## src/rtl/act_stream_driver.sv

```systemverilog
// act_stream_driver: initiator side of the activation-unit start/ready/done
// handshake. Streams LEN words from a source scratch buffer through an
// activation unit and writes each result into a destination buffer.
module act_stream_driver #(
  parameter int ADDR_W  = 16,
  parameter int DATA_W  = 32,
  parameter int LEN_W   = 16,
  parameter int TIMEOUT = 15
) (
  input  logic              clk,
  input  logic              rst_n,
  // command interface
  input  logic              cmd_start,
  input  logic [ADDR_W-1:0] cmd_src,
  input  logic [ADDR_W-1:0] cmd_dst,
  input  logic [LEN_W-1:0]  cmd_len,
  output logic              busy,
  output logic              cmd_done,
  output logic              cmd_error,
  output logic [LEN_W-1:0]  elem_count,
  // source memory (1-cycle synchronous read)
  output logic              rd_en,
  output logic [ADDR_W-1:0] rd_addr,
  input  logic [DATA_W-1:0] rd_data,
  // destination memory
  output logic              wr_en,
  output logic [ADDR_W-1:0] wr_addr,
  output logic [DATA_W-1:0] wr_data,
  // activation unit handshake
  output logic              act_start,
  output logic [DATA_W-1:0] act_data,
  input  logic              act_ready,
  input  logic              act_done,
  input  logic [DATA_W-1:0] act_result
);

  localparam int TMO_W = $clog2(TIMEOUT + 1);

  typedef enum logic [2:0] {
    S_IDLE,
    S_RD_REQ,
    S_RD_WAIT,
    S_ISSUE,
    S_WAIT_DONE,
    S_WRITE,
    S_FINISH
  } state_t;

  state_t            state_q, state_d;
  logic [ADDR_W-1:0] src_q, src_d;
  logic [ADDR_W-1:0] dst_q, dst_d;
  logic [LEN_W-1:0]  len_q, len_d;
  // Elements completed so far; doubles as the index of the element in flight.
  logic [LEN_W-1:0]  cnt_q, cnt_d;
  logic [TMO_W-1:0]  tmo_q, tmo_d;
  logic [DATA_W-1:0] act_data_q, act_data_d;
  logic [DATA_W-1:0] wr_data_q, wr_data_d;
  logic              err_q, err_d;

  logic              tmo_hit;
  logic [LEN_W-1:0]  cnt_inc;

  // tmo_q counts cycles already spent in ISSUE/WAIT_DONE for this element,
  // so the current cycle is the TIMEOUT-th one when it equals TIMEOUT-1.
  assign tmo_hit = (tmo_q == TMO_W'(TIMEOUT - 1));
  assign cnt_inc = cnt_q + LEN_W'(1);

  // State and datapath registers; reset drops every strobe immediately.
  always_ff @(posedge clk or negedge rst_n) begin
    if (!rst_n) begin
      state_q    <= S_IDLE;
      src_q      <= '0;
      dst_q      <= '0;
      len_q      <= '0;
      cnt_q      <= '0;
      tmo_q      <= '0;
      act_data_q <= '0;
      wr_data_q  <= '0;
      err_q      <= 1'b0;
    end else begin
      state_q    <= state_d;
      src_q      <= src_d;
      dst_q      <= dst_d;
      len_q      <= len_d;
      cnt_q      <= cnt_d;
      tmo_q      <= tmo_d;
      act_data_q <= act_data_d;
      wr_data_q  <= wr_data_d;
      err_q      <= err_d;
    end
  end

  // Next-state logic and the strobes, which depend only on state (and
  // act_ready / timeout in ISSUE), so they can never overlap.
  always_comb begin
    state_d    = state_q;
    src_d      = src_q;
    dst_d      = dst_q;
    len_d      = len_q;
    cnt_d      = cnt_q;
    tmo_d      = tmo_q;
    act_data_d = act_data_q;
    wr_data_d  = wr_data_q;
    err_d      = err_q;
    rd_en      = 1'b0;
    wr_en      = 1'b0;
    act_start  = 1'b0;
    cmd_done   = 1'b0;

    unique case (state_q)
      S_IDLE: begin
        if (cmd_start) begin
          src_d   = cmd_src;
          dst_d   = cmd_dst;
          len_d   = cmd_len;
          cnt_d   = '0;
          err_d   = 1'b0;
          state_d = (cmd_len == '0) ? S_FINISH : S_RD_REQ;
        end
      end
      S_RD_REQ: begin
        rd_en   = 1'b1;
        state_d = S_RD_WAIT;
      end
      S_RD_WAIT: begin
        act_data_d = rd_data;
        tmo_d      = '0;
        state_d    = S_ISSUE;
      end
      S_ISSUE: begin
        if (tmo_hit) begin
          err_d   = 1'b1;
          state_d = S_FINISH;
        end else begin
          tmo_d = tmo_q + TMO_W'(1);
          if (act_ready) begin
            act_start = 1'b1;
            state_d   = S_WAIT_DONE;
          end
        end
      end
      S_WAIT_DONE: begin
        // A result arriving on the last allowed cycle still counts.
        if (act_done) begin
          wr_data_d = act_result;
          state_d   = S_WRITE;
        end else if (tmo_hit) begin
          err_d   = 1'b1;
          state_d = S_FINISH;
        end else begin
          tmo_d = tmo_q + TMO_W'(1);
        end
      end
      S_WRITE: begin
        wr_en   = 1'b1;
        cnt_d   = cnt_inc;
        state_d = (cnt_inc == len_q) ? S_FINISH : S_RD_REQ;
      end
      S_FINISH: begin
        cmd_done = 1'b1;
        state_d  = S_IDLE;
      end
      default: state_d = S_IDLE;
    endcase
  end

  // Addresses wrap naturally at 2^ADDR_W.
  assign rd_addr    = src_q + ADDR_W'(cnt_q);
  assign wr_addr    = dst_q + ADDR_W'(cnt_q);
  assign wr_data    = wr_data_q;
  assign act_data   = act_data_q;
  assign busy       = (state_q != S_IDLE);
  assign cmd_error  = err_q;
  assign elem_count = cnt_q;

endmodule

```

## config.mk

```make
export PLATFORM = sky130hd
export DESIGN_NAME = act_stream_driver
export DESIGN_NICKNAME = d
export VERILOG_FILES = /design/src/rtl/act_stream_driver.sv
export SDC_FILE = /design/constraint.sdc
export NUM_CORES = 1
export LEC_CHECK = 0
export BUFFER_PORTS_ARGS = -buffer_cell sky130_fd_sc_hd__buf_2
export CORE_MARGIN = 1
export CORE_UTILIZATION = 45
export DETAILED_ROUTE_END_ITERATION = 7
export GPL_TIMING_DRIVEN = 0
export PLACE_DENSITY = 0.8
export SYNTH_ARGS = -nofsm -noshare
export SYNTH_HDL_FRONTEND = slang
export SYNTH_SLANG_ARGS = --single-unit
```

## constraint.sdc

```tcl
create_clock -name clk -period 3 [get_ports clk]
set_input_delay 0.3 -clock clk [delete_from_list [all_inputs] [get_ports clk]]
set_output_delay 0.3 -clock clk [all_outputs]
set_load 0.01 [all_outputs]
```

==> metrics.md <==
| Metric | Value |
|---|---|
| CP startpoint kind | `flip-flop` |
| CTS Root Cell | `clkbuf_16` |
| Clock slew at reported path FFs | `0.07 ns` |
| Routability cong. | `0.9188` |
| Core Box Area | `15,430 um^2` |
| TritonCTS clock tree | `yes` |
| Leak pwr | `4.536 nW` |
| Xor and xnor area share after synthesis | `0.05337` |
| Final setup fails | `4` |
| Commonest cells post-synth | `136 x dfrtp_1, 110 x mux2_2, 49 x o21ai_0` |
| PwrDens | `987.1 nW/um^2` |
| First-pass GRT wire length | `30,910 um` |
| # rows | `45` |
| Final period util | `1.047` |
| Filler Cell Count | `1,237` |
| Sequential cell area fraction in the yosys report | `0.4713` |
| Minimum clock period | `3.141 ns` |
| Largest net degree at the start of global routing | `83` |
| Sink Count | `136` |
| Die X | `128.7 um` |
| Adder-cell share of the synthesized area | `0.06411` |
| Syn avg cell area | `11.28 um^2` |
| Post-DRT Antenna Nets | `0` |
| Die Span Y | `128.7 um` |
| Slowest CP cell | `dfrtp_2` |
| Count leader, synth | `dfrtp_1` |
| Routed WL | `20,300 um` |
| Initial core utilization | `0.4680` |
| Max Clk Rate | `318.4 MHz` |
| Clock Path Buffers | `2` |
| H-tree levels | `4` |
| R2R Path Start | `elem_count[0]$_DFFE_PN0P_` |
| Worst IR Drop VDD | `0.0005870 V` |
| Top Ports | `235` |
| Hold wc startpoint | `rd_data[5]` |
| Clock Latency Late Sink | `0.43 ns` |
| TNS Setup | `-0.3905 ns` |
| Syn nets | `792` |
| Failing checks | `negative setup slack` |
| Worst Path Arrival | `2.84 ns` |
| Combinational family with the most area after synthesis | `multiplexers` |
| Synth warn | `0` |
| TritonCTS buffer count | `17` |
| First-pass iteration count of the detailed router | `5` |
| Post-synth EDFFs | `0` |
| Area grow syn2layout | `31.85%` |
| Slew margin rel. | `0.5259` |
| Area of the mapped netlist | `7221 um^2` |
| Nets@finish | `1,060` |
| Outcome | `complete, but fails checks` |
| Critical Path End Type | `output pin` |
| Number of max-cap violations | `0` |
| Crit-path max FO | `3` |
| Worst Setup SP | `elem_count[0]$_DFFE_PN0P_` |
| Unique masters post-synth | `57` |
| Average vias per placed instance | `5.477` |
| Layout cells sized above 1 | `0.4767` |
| Starting DRT DRC Count | `279` |
| Multiplexer share of the synthesized area | `0.1743` |
| Yosys top cell area share | `0.4713` |
| #FFs+latches synth | `136` |
| Dpl hpwl | `14,690 um` |
| Final Hold Viols | `0` |
| All-layer global routing usage | `0.2467` |
| DR WL/cell | `17.92 um` |
| DIE AREA | `16,560 um^2` |
| Crit-path cells | `buf_4, ha_4, inv_2, fa_2, nor2b_1, o21ai_1, a21boi_1, o41a_1, o221ai_2, nand3_1, o311ai_1, buf_2` |
| Largest stage delay on the critical path | `0.41 ns` |
| Critical path required time | `2.70 ns` |
| Hold Slack | `0.09490 ns` |
| IO Port Bufs | `234` |
| Tightest Pin Transition | `0.7073 ns` |
| Via count | `6,205` |
| Number of remaining DRC errors | `0` |
| Vias in the first global route | `6,114` |
| Max-slew violation count | `0` |
| RSZ-0062 raised after global routing | `true` |
| Simple-gate portion of the synthesized area | `0.1010` |
| Largest cells by area after synthesis | `dfrtp_1 47%, mux2_2 17%, ha_1 5.7%` |
| Complex-gate fraction of the synthesized area | `0.1128` |
| Final worst slack | `-0.1405 ns` |
| Total gr overflow | `0` |
| Synth area leader | `dfrtp_1` |
| Ys async rst share | `1.000` |
| Hold crit path type | `input pin to flip-flop` |
| Top FF cell, synth | `dfrtp_1` |
| Worst clock skew | `0.01440 ns` |
| Post-Syn Instances | `640` |
| Initial antenna violation count | `5` |
| Critical path class | `flip-flop to output pin` |
## power breakdown
part	total [mW]	internal [mW]	switching, mW
sequential	3.18	2.66	0.521
clock	1.99	1.09	0.897
combinational	4.23	2.12	2.11
total	9.40	5.87	3.53
## timing repair
| action | CTS | global route |
|---|---|---|
| buffers inserted | 11 | 3 |
| setup endpoints to repair | 12 | 13 |
| resized for setup | 25 | 14 |
| pin swaps | 17 | 15 |
| hold endpoints to repair | 54 | 0 |
| hold buffers | 1 | 0 |
## through the flow
stage / total power [mW] / std cells / util / setup WS [ns] / area [um^2]
final: 9.398 / 1133 / 0.6171 / -0.1405 / 9520
after global routing: 9.968 / 1133 / 0.6171 / -0.2742 / 9520
after CTS: 9.322 / 1130 / 0.6102 / -0.1635 / 9414
after detailed placement: 7.161 / 1086 / 0.5633 / -0.3015 / 8690
after global placement: 7.019 / 1085 / 0.5611 / -0.2822 / 8656
after floorplan: 5.712 / 640 / - / 0.09315 / 7221
## state kept, by name, summed over array words and instances, names as in the netlist
signal	cells
len_q	16
wr_data	32
tmo_q	4
act_data	32
state_q	3
cmd_error	1
src_q	16
dst_q	16
elem_count	16
## worst max-delay path: cells and delay by family, from the launching register on
kind                     cells  cell delay (ns)
flip-flops                   1             0.41
AND/OR/NAND/NOR              2             0.17
adder cells (fa/ha/maj)      2             0.38
buffers and inverters        3             0.40
AO/OA/AOI/OAI                5             1.07
## layer usage
metal,track usage,part of all wire
met3,0.08649,0.089
met5,0,0.0024
met1,0.2806,0.38
met4,0.09343,0.027
met2,0.4264,0.50
## worst paths after layout
path | end | slack [ns] | cells past startpoint
worst max-delay path | rd_addr[14] | -0.14 | 12
worst min-delay path | act_data[5]$_DFFE_PN0P_ | 0.09 | 2
worst max register to register | state_q[0]$_DFFE_PN0P_ | 0.19 | 10
worst min register to register | wr_data[31]$_DFFE_PN0P_ | 0.50 | 1
max in group asynchronous | elem_count[3]$_DFFE_PN0P_ | 1.78 | 3
min in group asynchronous | dst_q[12]$_DFFE_PN0P_ | 0.40 | 2
## cell usage in the layout (no fill, tap or decap), drive strengths merged, types with 3 or more instances in the layout
master  instances
o211ai          3
clkinv          5
nor4            9
o21a            8
a31oi           6
buf           266
or3             5
clkbuf         23
nor3b           3
o21ai          49
nor4b           3
nand3          15
inv            24
nor2           36
dfrtp         136
xnor2          32
mux2          110
a21o            8
a21oi          27
nand2          34
xor2           12
nand4           4
ha             33
o31ai           7
a211oi          5
and3            5
nor2b           7
nor3            8
a21boi          3
## cell type report
cell class,count,area [um^2],share of cell area
inverter,17,63.81,0.006703
sequential,136,3411,0.3583
timing repair buffer,250,1324,0.1390
clock inverter,14,130.1,0.01367
multi-input combinational,464,3797,0.3989
tap,211,264.0,0.02773
clock buffer,18,429.2,0.04508
antenna,1,2.502,0.0002628
buffer,22,98.84,0.01038
## cells by family (layout without fill, tap and decap cells)
logic type / after synthesis / in the layout
buffers and inverters: 40 / 321
muxes: 112 / 112
adders and majority gates: 36 / 36
DFF: 136 / 136
other: 0 / 1
xor gates and xnor gates: 44 / 44
and+or+nand+nor: 139 / 139
AOI/OAI and AO/OA: 133 / 133
(Power assumes the default switching activity.)
